File: src/rtl/pc_sequencer_pkg.sv
// Shared definitions for the fetch PC sequencer.
//   state_e        : sequencer FSM states (boot hold, running, pending redirect)
//   WordShift      : word-offset to byte-offset shift amount
//   DefaultResetPc : default fetch address after reset
package pc_sequencer_pkg;

  typedef enum logic [1:0] {
    StBoot = 2'd0,
    StRun  = 2'd1,
    StPend = 2'd2
  } state_e;

  localparam int unsigned WordShift      = 2;
  localparam logic [31:0] DefaultResetPc = 32'h0000_0000;

endpackage

File: src/rtl/pc_sequencer_branch_target_calc.sv
// Combinational branch target: sign-extend the 16-bit word offset, convert it to a
// byte offset and add it to PC+4 (modulo 2^32). Also usable directly by the ID stage.
//   pc4_i    : PC+4 of the branch instruction
//   imm_i    : raw 16-bit branch offset in words
//   target_o : branch target address
module pc_sequencer_branch_target_calc
  import pc_sequencer_pkg::*;
(
  input  logic [31:0] pc4_i,
  input  logic [15:0] imm_i,
  output logic [31:0] target_o
);

  logic [31:0] offset;

  always_comb begin
    offset   = {{16{imm_i[15]}}, imm_i} << WordShift;
    target_o = pc4_i + offset;
  end

endmodule

File: src/rtl/pc_sequencer.sv
// Fetch PC register and next-PC selection: sequential fetch, taken branch, j/jal or jr.
// A redirect seen while stalled is parked in pend_tgt and applied when the stall lifts.
//   clk, reset             : clock and asynchronous active-high reset
//   stall                  : freeze PC and IF/ID
//   br_valid/br_taken      : conditional branch resolved in ID and its outcome
//   br_pc4, br_imm         : PC+4 of the ID instruction and raw branch word offset
//   jmp_valid, jmp_index   : j/jal in ID and its 26-bit index
//   jr_valid, jr_target    : jr in ID and its register-sourced target
//   pc, pc_plus4           : registered fetch address and its successor
//   flush_ifid             : combinational; squash IF/ID at this edge
//   misaligned             : sticky; a selected jr had a nonzero low address pair
//   redirect_cnt           : count of accepted redirects (wraps)
module pc_sequencer
  import pc_sequencer_pkg::*;
#(
  parameter logic [31:0] RESET_PC = DefaultResetPc,
  parameter int unsigned CNT_W    = 16
) (
  input  logic             clk,
  input  logic             reset,
  input  logic             stall,
  input  logic             br_valid,
  input  logic             br_taken,
  input  logic [31:0]      br_pc4,
  input  logic [15:0]      br_imm,
  input  logic             jmp_valid,
  input  logic [25:0]      jmp_index,
  input  logic             jr_valid,
  input  logic [31:0]      jr_target,
  output logic [31:0]      pc,
  output logic [31:0]      pc_plus4,
  output logic             flush_ifid,
  output logic             misaligned,
  output logic [CNT_W-1:0] redirect_cnt
);

  state_e           state_q, state_d;
  logic [31:0]      pc_q, pc_d;
  logic [31:0]      pc_plus4_q;
  logic [31:0]      pend_tgt_q, pend_tgt_d;
  logic             misaligned_q, misaligned_d;
  logic [CNT_W-1:0] cnt_q, cnt_d;

  logic [31:0] br_tgt;
  logic [31:0] sel_tgt;
  logic        req;

  pc_sequencer_branch_target_calc u_br_calc (
    .pc4_i    (br_pc4),
    .imm_i    (br_imm),
    .target_o (br_tgt)
  );

  // Priority mux: jr > jmp > branch.
  always_comb begin
    req = jr_valid | jmp_valid | (br_valid & br_taken);
    if (jr_valid) begin
      sel_tgt = {jr_target[31:2], 2'b00};
    end else if (jmp_valid) begin
      sel_tgt = {br_pc4[31:28], jmp_index, 2'b00};
    end else begin
      sel_tgt = br_tgt;
    end
  end

  always_comb begin
    state_d      = state_q;
    pc_d         = pc_q;
    pend_tgt_d   = pend_tgt_q;
    misaligned_d = misaligned_q;
    cnt_d        = cnt_q;
    flush_ifid   = 1'b0;
    unique case (state_q)
      StBoot: begin
        state_d = StRun;
      end
      StRun: begin
        if (jr_valid && (jr_target[1:0] != 2'b00)) begin
          misaligned_d = 1'b1;
        end
        if (!stall) begin
          if (req) begin
            pc_d       = sel_tgt;
            flush_ifid = 1'b1;
            cnt_d      = cnt_q + CNT_W'(1);
          end else begin
            pc_d = pc_plus4_q;
          end
        end else if (req) begin
          pend_tgt_d = sel_tgt;
          state_d    = StPend;
        end
      end
      StPend: begin
        // Requests are ignored here: the stalled ID instruction re-asserts the same one.
        if (!stall) begin
          pc_d       = pend_tgt_q;
          flush_ifid = 1'b1;
          cnt_d      = cnt_q + CNT_W'(1);
          state_d    = StRun;
        end
      end
      default: begin
        state_d = StBoot;
      end
    endcase
  end

  always_ff @(posedge clk or posedge reset) begin
    if (reset) begin
      state_q      <= StBoot;
      pc_q         <= RESET_PC;
      pc_plus4_q   <= RESET_PC + 32'd4;
      pend_tgt_q   <= 32'h0;
      misaligned_q <= 1'b0;
      cnt_q        <= '0;
    end else begin
      state_q      <= state_d;
      pc_q         <= pc_d;
      pc_plus4_q   <= pc_d + 32'd4;
      pend_tgt_q   <= pend_tgt_d;
      misaligned_q <= misaligned_d;
      cnt_q        <= cnt_d;
    end
  end

  assign pc           = pc_q;
  assign pc_plus4     = pc_plus4_q;
  assign misaligned   = misaligned_q;
  assign redirect_cnt = cnt_q;

endmodule
File: config.mk
export PLATFORM = sky130hd
export DESIGN_NAME = pc_sequencer
export DESIGN_NICKNAME = d
export VERILOG_FILES = /design/src/rtl/pc_sequencer_pkg.sv /design/src/rtl/pc_sequencer_branch_target_calc.sv /design/src/rtl/pc_sequencer.sv
export SDC_FILE = /design/constraint.sdc
export NUM_CORES = 1
export LEC_CHECK = 0
export ABC_AREA = 1
export CORE_MARGIN = 5
export CORE_UTILIZATION = 46
export DETAILED_ROUTE_END_ITERATION = 8
export PLACE_DENSITY = 0.76
export SLEW_MARGIN = 0
export SYNTH_ARGS = -nofsm -noshare
export SYNTH_HDL_FRONTEND = slang
export SYNTH_SLANG_ARGS = --single-unit
File: constraint.sdc
create_clock -name clk -period 3.4 [get_ports clk]
set_input_delay 0.34 -clock clk [delete_from_list [all_inputs] [get_ports clk]]
set_output_delay 0.34 -clock clk [all_outputs]
set_load 0.02 [all_outputs]
Word level (Yosys, flattened, before mapping)
Cells that the tools add are included.
Operators by class
  bitwise operators: 3
  $add $sub $neg: 3
  eq/ne operators: 6
  reduce and logical (&&, ||, !) cells: 8
  mux-type cells: 18
Operator list (count)
  $mux 32: 5
  $pmux 32 s2: 1
  $mux 16: 3
  $add 32x3->32 const B: 1
  $add 32x32->32: 1
  $pmux 16 s2: 1
  $add 16x1->16 const B: 1
  $ne 2x2->1 const B: 4
  $mux 2: 3
  $pmux 2 s3: 1
  $reduce_and 3->1: 2
  $reduce_and 4->1: 1
  $reduce_bool 2->1: 2
  $mux 1: 3
  $eq 2x1->1 const B: 1
  $eq 2x2->1 const B: 1
  $logic_not 2->1: 1
  $or 1x1->1: 2
  $pmux 1 s2: 1
  $reduce_and 2->1: 1
  $and 1x1->1: 1
  $logic_and 1x1->1: 1
Storage, ports and cells
  flip-flop bits (word level): 115
  logic and storage cells: 44
  input bits: 113

Logic depth before layout (Yosys ltp)
Gate-level depths: netlist of the first run.
  depth after elaboration: 7
  mapped depth: 25
  depth with buffers taken out: 25

Cells and area by module
From an unflattened synthesis of the first run, not the netlist that was laid out.
Second synthesis, totals
  cell total of the unflattened synthesis: 1624
  area total of the unflattened synthesis: 10019.6 um2
By module, submodules not included
  pc_sequencer: cells an instance 1178, seq. area each 2829.0 um2, area an instance 7757.4 um2, times used 1
  pc_sequencer_branch_target_calc: cells an instance 446, seq. area each 0.0 um2, area an instance 2262.2 um2, times used 1

Worst setup path after synthesis of the first run
Ideal clock, no wire load.
  kind: input-to-reg
  start point: input port br_pc4[2]
  end point: register pc_plus4_q[16], in the netlist pc_plus4[16]
  setup time: 125 ps
  stages on the path: 18
  buffers on the path: 0
  slack: 762 ps
  arrival: 2513 ps
  path through: ha_1 -> inv_1 -> fa_1 -> inv_1 -> nand2_1 -> nand2_1 -> and2_4 -> xor2_1 -> o21ai_1 -> nand3_1 -> nand2_1 -> a21oi_2 -> nand2_1 -> nor2_2 -> nand3_1 -> nor2_2 -> nand2_1 -> xor2_1
Between the ends
  longest elaborated chain between the ends: 7
RTL lines
  start, declared: RTL line pc_sequencer.sv:24  | input logic [31:0] br_pc4,
  $add 32x32->32: RTL line pc_sequencer_branch_target_calc.sv:18  | target_o = pc4_i + offset;
  $mux 32: RTL line pc_sequencer.sv:59  | end else if (jmp_valid) begin
  $mux 32: RTL line pc_sequencer.sv:57  | if (jr_valid) begin
  $mux 32: RTL line pc_sequencer.sv:82  | if (req) begin
  $mux 32: RTL line pc_sequencer.sv:81  | if (!stall) begin
  $pmux 32 s2: RTL line pc_sequencer.sv:73  | unique case (state_q)
  net pc_d[6]: RTL line pc_sequencer.sv:38  | logic [31:0] pc_q, pc_d;
  $add 32x3->32: RTL line pc_sequencer.sv:120  | pc_plus4_q <= pc_d + 32'd4;
  end signal, assigned: RTL line pc_sequencer.sv:113  | pc_plus4_q <= RESET_PC + 32'd4;
  end signal, assigned: RTL line pc_sequencer.sv:120
  end, declared: RTL line pc_sequencer.sv:39  | logic [31:0] pc_plus4_q;
The timed path passes the listed nets, and every way through them passes these cells.
A chain may end at the register's enable or synchronous reset.

Final worst setup path of the first run
  start point: input port br_pc4[2]
  end point: register pc_plus4_q[19], in the netlist pc_plus4[19]
Between the ends
  longest elaborated chain between the ends: 7
RTL lines (RTL line)
  $add 32x32->32: pc_sequencer_branch_target_calc.sv:18
  $mux 32: pc_sequencer.sv:59
  $mux 32: pc_sequencer.sv:57
  $mux 32: pc_sequencer.sv:82
  $mux 32: pc_sequencer.sv:81
  $pmux 32 s2: pc_sequencer.sv:73
  $add 32x3->32: pc_sequencer.sv:120
Every way passes these cells.

==> results of run 1 <==
[what timing repair did]
item / in CTS / in global routing
endpoints found under the setup margin: 0 / 3
hold buffers: 0 / 0
setup buffers: 0 / 1
resized for setup: 0 / 2
[cell usage after synthesis (15+ instances only)]
| library cell | number |
|---|---|
| a211oi_1 | 16 |
| a21oi_1 | 45 |
| buf_2 | 18 |
| clkbuf_1 | 15 |
| dfrtp_1 | 112 |
| ha_1 | 35 |
| inv_1 | 209 |
| nand2_1 | 497 |
| nand3_1 | 72 |
| nand4_1 | 23 |
| nor2_1 | 95 |
| nor2_2 | 21 |
| o21ai_0 | 86 |
| or2_2 | 26 |
| xor2_1 | 26 |
[power breakdown]
group	internal (mW)	total, mW	leakage (nW)	switching, mW
sequential	2.00	2.48	1.39	0.487
combinational	2.26	5.83	4.74	3.57
clock	1.50	2.12	0.343	0.615
total	5.76	10.4	6.47	4.67
[how the worst max path moves through the flow]
stage / from / to / depth (start not counted)
finish: br_pc4[2] / pc_plus4[19] / 22
CTS: br_pc4[2] / pc_plus4[28] / 20
detailed placement: br_pc4[2] / pc_plus4[28] / 20
global route: br_imm[0] / pc_plus4[27] / 24
floorplan: reset / asynchronous set/reset pin / 1
global placement: br_pc4[2] / pc_plus4[27] / 23
[sequential cells by signal, summed over array words and instances (netlist names), named ones only]
signal        cells
pend_tgt_q       32
misaligned        1
pc               30
state_q           2
redirect_cnt     16
pc_plus4         30
[metrics by stage]
stage / cells / setup slack, ps / instance area, um2 / TNS [ps]
2_1_floorplan: 1418 / 74.3 / 9140 / 0
3_3_place_gp: 1895 / -78.1 / 11700 / -229
3_5_place_dp: 1895 / -150 / 11700 / -437
4_1_cts: 1926 / 270 / 12400 / 0
5_1_grt: 1927 / 9.25 / 12400 / 0
6_report: 1927 / 282 / 12400 / 0
[area by class of cell]
class	count	area (um2)	share of cell area
Multi-Input combinational cell	1041	5280	0.426
Clock inverter	10	229	0.0184
Clock buffer	21	470	0.0379
Tap cell	265	332	0.0267
Inverter	223	840	0.0676
Sequential cell	113	2830	0.228
Timing Repair Buffer	254	2430	0.196
[kinds of logic (layout without fill, tap and decap cells)]
logic type | after synthesis | after routing | synth area share
compound gates | 186 | 186 | 0.121
simple gates | 787 | 787 | 0.376
flops | 113 | 113 | 0.310
buf+inv | 264 | 508 | 0.113
fa+ha+maj | 36 | 36 | 0.0501
xor+xnor | 32 | 32 | 0.0307
[metal layers]
metal  up-vias  GRT usage  routed length (um)  share of wire
li1       4928          -                   -              -
met1      4626      0.351               13000           0.42
met2       398      0.460               14800           0.47
met3        66     0.0491                2430          0.078
met4         0     0.0920                 927          0.030
met5         -          0                   0              0
==> results.py, run 1 <==
metrics = {
    "cells_and_area": {
        "finalNetCount": 1799,
        "final_common_cell": "nand2_1",
        "utilization": 0.636,
        "syn_to_final_growth_pct": 35.8,
        "final_layout_size_suffix_gt1_frac": 0.111,
        "antennaDiodeCount": 0,
        "layout_common_cells": "496 x nand2_1, 208 x inv_1, 194 x clkdlybuf4s50_1",
        "n_fill_cell": 1797,
    },
    "worst_setup_path": {
        "rr_worst_depth": 16,
        "crit_buf_inv": 5,
        "crit_top_cell": "nand2_1",
        "worstReg2RegEnd": "pc_plus4[19]",
        "crit_chain": "clkdlybuf4s50_1 > ha_1 > inv_1 > fa_1 > inv_1 > buf_4 > nand2_1 > nand2_1 > nand2_1 > nand3b_1 > nand3_1 > nand2_1 > nand2_1 > nand2_1 > nand2_1 > nand2_1 > nand2_1 > nor2_1 > nand2_2 > nor2_4 > buf_4 > xor2_1",
        "crit_family": "simple AND/OR/NAND/NOR gates",
        "reg2reg_slack_ps": 540,
        "required_ps": 3740,
        "crit_type": "in2reg",
        "critical_path_arrival_ps": 3450,
        "path_max_fanout": 6,
        "critical-path-max-stage-delay_ps": 460,
        "end_kind": "flop",
        "cp-start-kind": "primary input",
        "crit_path_top_delay_cell": "clkdlybuf4s50_1",
        "r2r_start": "state_q[0]",
    },
    "timing": {
        "maxClockFrequency_mhz": 321,
        "finalClockSkew_ps": 7.01,
        "worstMarginPinSlew_ps": 653,
        "maxSlewHeadroom": 0.564,
        "fin_crit_ps": 3120,
        "hold_ws_ps": 355,
        "setup_violations": 0,
        "hold_viol_final": 0,
        "final.period_utilization": 0.917,
        "maxSlewViolCount": 0,
        "rsz0062_at_grt": "false",
    },
    "clock_network": {
        "path_clk_slew_ps": 60,
        "numCtsBuffers": 17,
        "clockBufferDepth": 2,
        "cts_sinks": 113,
        "cts_tree": "done",
        "cts-root-buf": "clkbuf_16",
        "clk_latency_ps": 420,
        "h-tree-depth": 4,
    },
    "floorplan": {
        "core-area_um2": 19500,
        "io_pins": 195,
        "row_count": 51,
        "die-height_um": 151,
        "fp.dieW_um": 151,
        "dieArea_um2": 22800,
        "start_util": 0.468,
    },
    "yosys": {
        "syn_avg_cell_area_um2": 6.44,
        "synth_edf_count": 0,
        "syn-num-nets": 1567,
        "ys_seq_elements": 113,
        "synth_area_leaders": "dfrtp_1 31%, nand2_1 20%, inv_1 8.6%, ha_1 4.8%, o21ai_0 4.7%",
        "yosysTopAreaCell": "dfrtp_1",
        "ys_async_sr_fraction": 1.00,
        "netlist_area_um2": 9140,
        "syn_inst": 1418,
        "synth_top_area_frac": 0.307,
        "yosysUniqueCellTypes": 48,
        "seq_area_frac_synth": 0.310,
        "synth_top_flop_cell": "dfrtp_1",
        "synth_warnings": 0,
    },
    "drt": {
        "vias_per_cell": 5.20,
        "drt-initial-drc-count": 734,
        "ant_nets": 0,
        "wirelength_um": 31100,
        "num_vias": 10000,
        "drt-wirelength-per-cell_um": 16.1,
        "drtPass1Iterations": 8,
        "drc_errors": 0,
    },
    "power_and_ir_drop": {
        "max-vdd-ir-drop_mv": 0.705,
        "powerDensity_nw_per_um2": 840,
        "p_total_mw": 10.4,
        "p_leak_nw": 6.47,
    },
    "grt": {
        "antenna_found_initial": 0,
        "grt_max_degree": 68,
        "grt_overflow": 0,
        "grtUsageTotal": 0.272,
        "grt_pass1_vias": 9768,
        "grt_pass1_wl_um": 48800,
    },
    "job": {
        "drv_cap": 0,
    },
    "placement": {
        "place.gp.congestion": 0.958,
        "place_hpwl_um": 24200,
        "port_buffers": 194,
    },
    "status": {
        "status": "finished, final reports clean",
    },
    "hold_path": {
        "hp-class": "in2async",
    },
}
Note: power is estimated with default switching activity, not from simulation.
==> inputs of run 2 (changes only) <==
--- a/config.mk
+++ b/config.mk
@@ -9,6 +9,7 @@
 export CORE_MARGIN = 5
 export CORE_UTILIZATION = 46
 export DETAILED_ROUTE_END_ITERATION = 8
+export MAX_ROUTING_LAYER = met4
 export PLACE_DENSITY = 0.76
 export SLEW_MARGIN = 0
 export SYNTH_ARGS = -nofsm -noshare
==> run 2 against run 1 <==
Against the previous run: clock power down 20%; die area unchanged; combinational power up 0.9%; design area down 0.75%; sequential power about the same; non-clock buffer count up 5; utilization down 0.47 points; total power down 3.6%; global-route usage up 0.97 points.
==> results.py, run 2 (synthesis results as in run 1) <==
metrics = {
    "timing": {
        "maxClockFrequency_mhz": 315,
        "worstMarginPinSlew_ps": 686,
        "tns_ps": 0,
        "fin_crit_ps": 3170,
        "rsz0062_at_grt": "true",
        "hold_viol_final": 0,
        "setup_violations": 0,
        "maxSlewHeadroom": 0.542,
        "finalClockSkew_ps": 6.46,
        "hold_ws_ps": 391,
        "maxSlewViolCount": 0,
        "final.period_utilization": 0.933,
    },
    "worst_setup_path": {
        "crit_buf_inv": 3,
        "end_kind": "flop",
        "crit_top_cell": "nand2_1",
        "worstReg2RegEnd": "pc_plus4[17]",
        "rr_worst_depth": 14,
        "required_ps": 3690,
        "crit_family": "simple AND/OR/NAND/NOR gates",
        "path_max_fanout": 4,
        "critical-path-max-stage-delay_ps": 470,
        "reg2reg_slack_ps": 590,
        "crit_chain": "clkdlybuf4s50_1 > ha_1 > inv_1 > fa_1 > inv_1 > nand2_1 > nand2_1 > and2_4 > xor2_1 > o21ai_1 > nand3_1 > nand2_1 > a21oi_4 > nand2_1 > nor2_2 > nand2_2 > nor3_1 > nand3_1 > nand2_1 > nand2_1",
        "crit_type": "in2reg",
        "cp-start-kind": "primary input",
        "r2r_start": "state_q[0]",
        "crit_path_top_delay_cell": "clkdlybuf4s50_1",
        "critical_path_arrival_ps": 3460,
    },
    "floorplan": {
        "die-height_um": 151,
        "io_pins": 195,
        "start_util": 0.468,
        "core-area_um2": 19500,
        "fp.dieW_um": 151,
        "row_count": 51,
        "dieArea_um2": 22800,
    },
    "cells_and_area": {
        "layout_common_cells": "496 x nand2_1, 208 x inv_1, 193 x clkdlybuf4s50_1",
        "finalNetCount": 1804,
        "largest_reg_flops": 32,
        "regMostFlops": "pend_tgt_q",
        "final_layout_size_suffix_gt1_frac": 0.113,
        "final_common_cell": "nand2_1",
        "syn_to_final_growth_pct": 34.8,
        "antennaDiodeCount": 0,
    },
    "grt": {
        "grt_overflow": 0,
        "antenna_found_initial": 0,
        "grtUsageTotal": 0.282,
        "grt_pass1_vias": 9608,
        "grt_pass1_wl_um": 49000,
        "grt_max_degree": 54,
    },
    "clock_network": {
        "path_clk_slew_ps": 50,
        "clk_latency_ps": 400,
        "cts_setup_buffers": 0,
        "hold_buffers": 0,
        "cts_tree": "done",
        "h-tree-depth": 4,
        "cts_sinks": 113,
        "cts-root-buf": "clkbuf_16",
        "clockBufferDepth": 2,
        "numCtsBuffers": 17,
    },
    "hold_path": {
        "hp-class": "in2async",
    },
    "power_and_ir_drop": {
        "p_leak_nw": 6.43,
        "p_int_mw": 5.41,
        "comb_power_share": 0.585,
        "clockPowerShare": 0.168,
        "max-vdd-ir-drop_mv": 0.723,
        "powerDensity_nw_per_um2": 816,
        "sw_frac_of_total": 0.462,
        "p_sw_mw": 4.65,
        "p_total_mw": 10.1,
        "pwr-share-seq": 0.247,
    },
    "drt": {
        "wirelength_um": 30900,
        "ant_nets": 0,
        "vias_per_cell": 5.15,
        "drc_errors": 0,
        "num_vias": 9951,
        "drt-initial-drc-count": 677,
        "drtPass1Iterations": 5,
        "drt-wirelength-per-cell_um": 16.0,
    },
    "status": {
        "status": "finished, final reports clean",
    },
    "job": {
        "drv_cap": 0,
    },
    "placement": {
        "place_hpwl_um": 24600,
        "place.gp.congestion": 0.971,
        "port_buffers": 194,
    },
}
[run 2: through the flow]
step	instance area, um2	util	setup WS, ps	cells
floorplan	9140	-	74.3	1418
global placement	11700	0.601	-230	1901
detailed placement	11700	0.601	-275	1901
CTS	12300	0.630	139	1933
global route	12300	0.631	-24.8	1933
finish	12300	0.631	227	1933
[run 2: worst max-delay path by stage]
stage                          from                         end  slack (ps)  depth (start not counted)
after detailed placement  br_pc4[2]                pc_plus4[28]        -270                         20
final                     br_pc4[2]                pc_plus4[24]         230                         20
after global placement    br_pc4[2]                pc_plus4[28]        -230                         20
after floorplan               reset  asynchronous set/reset pin          70                          1
after CTS                 br_pc4[2]                pc_plus4[28]         140                         20
after global routing      br_pc4[2]                pc_plus4[28]         -20                         20
[run 2: routing by layer]
metal,GRT usage,up-vias,share of wire
met5,-,-,0
met4,0.0888,0,0.029
met3,0.0464,54,0.077
met2,0.461,413,0.47
met1,0.359,4556,0.42
li1,-,4928,-
[run 2: repair_timing]
item | 4_1_cts | 5_1_grt
endpoints found under the setup margin | 0 | 15
gates resized for setup | 0 | 6
hold endpoints to repair | 0 | 0
[run 2: cell type report]
| type | count | area, um2 |
|---|---|---|
| clock buffers | 21 | 450 |
| clock inverters | 11 | 114 |
| fillers | 1802 | 7210 |
| inverters | 223 | 840 |
| multi-input cells | 1041 | 5300 |
| flip-flops and latches | 113 | 2830 |
| well taps | 265 | 332 |
| repair buffers | 259 | 2460 |
[run 2: power by group through the flow]
stage	registers [mW]	logic [mW]	clock network (mW)
5_1_grt	2.55	6.46	1.79
4_1_cts	2.46	5.83	1.71
3_3_place_gp	2.47	5.68	0
3_5_place_dp	2.46	5.77	0
2_1_floorplan	2.82	3.07	0
6_report	2.48	5.88	1.69
==> inputs of run 3 (changes only) <==
==> constraint.sdc (replaced) <==
create_clock -name clk -period 3.4 [get_ports clk]
set_input_delay 0.34 -clock clk [delete_from_list [all_inputs] [get_ports clk]]
set_output_delay 0.34 -clock clk [all_outputs]
set_load 0.05 [all_outputs]
==> run 3 against run 2 <==
Against the previous run: clock power up 12%; total power up 12%; sequential share of layout area down 0.12 points; critical endpoint is now pc_plus4[27]; maximum frequency down 0.38%; wire length up 0.52%.
==> results.py, run 3 (synthesis results as in run 1) <==
metrics = {
    "status": {
        "status": "finished, final reports clean",
    },
    "worst_setup_path": {
        "required_ps": 3700,
        "cp-start-kind": "primary input",
        "critical_path_arrival_ps": 3490,
        "crit_type": "in2reg",
        "end_kind": "flop",
        "path_max_fanout": 6,
    },
    "placement": {
        "place_hpwl_um": 24200,
        "post_dp_cell_area_um2": 11700,
        "place.gp.congestion": 0.972,
        "port_buffers": 194,
        "preCtsSetupSlack_ps": -186,
    },
    "cells_and_area": {
        "regMostFlops": "pend_tgt_q",
        "final_common_cell": "nand2_1",
        "multi_input_area_um2": 5290,
        "antennaDiodeCount": 0,
        "largest_reg_flops": 32,
        "final_layout_size_suffix_gt1_frac": 0.115,
        "finalNetCount": 1803,
        "syn_to_final_growth_pct": 35.5,
        "layout_common_cells": "497 x nand2_1, 208 x inv_1, 193 x clkdlybuf4s50_1",
        "utilization": 0.634,
        "stdcell_area_um2": 12400,
        "regArea_um2": 2830,
        "n_fill_cell": 1783,
    },
    "timing": {
        "hold_viol_final": 0,
        "fin_crit_ps": 3180,
        "layout_setup_ws_ps": 215,
        "maxSlewHeadroom": 0.556,
        "setup_violations": 0,
        "worstMarginPinSlew_ps": 665,
        "finalClockSkew_ps": 8.37,
        "tns_ps": 0,
        "maxClockFrequency_mhz": 314,
        "final.period_utilization": 0.937,
        "maxSlewViolCount": 0,
        "rsz0062_at_grt": "false",
    },
    "power_and_ir_drop": {
        "p_total_mw": 11.2,
        "powerDensity_nw_per_um2": 906,
        "max-vdd-ir-drop_mv": 0.887,
        "p_leak_nw": 6.44,
    },
    "floorplan": {
        "io_pins": 195,
        "row_count": 51,
        "dieArea_um2": 22800,
        "core-area_um2": 19500,
        "die-height_um": 151,
        "start_util": 0.468,
        "fp.dieW_um": 151,
    },
    "drt": {
        "drc_errors": 0,
        "ant_nets": 0,
        "drtPass1Iterations": 5,
        "vias_per_cell": 5.15,
        "drt-wirelength-per-cell_um": 16.1,
        "num_vias": 9957,
        "wirelength_um": 31100,
        "drt-initial-drc-count": 782,
    },
    "grt": {
        "grt_pass1_wl_um": 49400,
        "grt_max_degree": 63,
        "antenna_found_initial": 0,
        "grt_pass1_vias": 9640,
        "grt_overflow": 0,
        "grtUsageTotal": 0.284,
    },
    "clock_network": {
        "numCtsBuffers": 17,
        "clk_latency_ps": 410,
        "cts-root-buf": "clkbuf_16",
        "clockBufferDepth": 2,
        "cts_tree": "done",
        "path_clk_slew_ps": 60,
        "h-tree-depth": 4,
        "cts_sinks": 113,
    },
    "hold_path": {
        "hp-class": "in2async",
    },
    "job": {
        "drv_cap": 0,
    },
}
## run 3: timing repair
action,4_1_cts,5_1_grt
resized for setup,0,3
setup buffers,0,0
hold buffers,0,0
setup endpoints to repair,0,4
## run 3: stage by stage
step,hold WS [ps],std cells
final,380,1932
after global routing,446,1932
after CTS,405,1932
after detailed placement,462,1900
after global placement,461,1900
after floorplan,449,1418
## run 3: layout make-up
class,instances,share of cell area
inverter,223,0.0678
sequential,113,0.228
clock buffer,20,0.0369
clock inverter,12,0.0146
timing repair buffer,258,0.198
tap,265,0.0268
multi-input combinational,1041,0.427
## run 3: worst max-delay path, stage by stage
cell and delay, ps:
clkdlybuf4s50_1 460, ha_1 160, inv_1 50, fa_1 350, inv_1 100, buf_4 130, nand2_1 60, nand2_1 180
nand2_1 100, nand3b_1 100, nand3_1 90, nand2_1 70, nand2_1 160, nand2_1 100, nand2_1 50, nand2_1 70
nand2_1 130, nor2_1 200, nand2_1 170, nor2_4 220, nand3_1 100, nand2_1 60, nand2_1 40
## run 3: path summary, 6_finish.rpt
check                                 start          endpoint  slack [ps]  cells after the start
max                               br_pc4[2]      pc_plus4[27]         220                     23
max reg2reg                      state_q[0]      pc_plus4[23]         410                     17
max in group asynchronous             reset       pc_plus4[2]        2200                      3
min                                   reset            pc[21]         380                      2
min in group clk           redirect_cnt[15]  redirect_cnt[15]         470                      1
min reg2reg                redirect_cnt[15]  redirect_cnt[15]         470                      1
## run 3: routing by layer
layer	vias to the layer above	track usage	wire, um
li1	4938	-	-
met1	4575	0.367	13300
met2	373	0.455	14500
met3	71	0.0434	2160
met4	0	0.100	1070
met5	-	-	0
## run 3: power breakdown
part,leakage (nW),internal (mW),total [mW],switching [mW]
clock,0.299,1.27,1.90,0.637
combinational,4.76,2.30,6.83,4.53
sequential,1.39,2.00,2.48,0.484
total,6.44,5.56,11.2,5.65
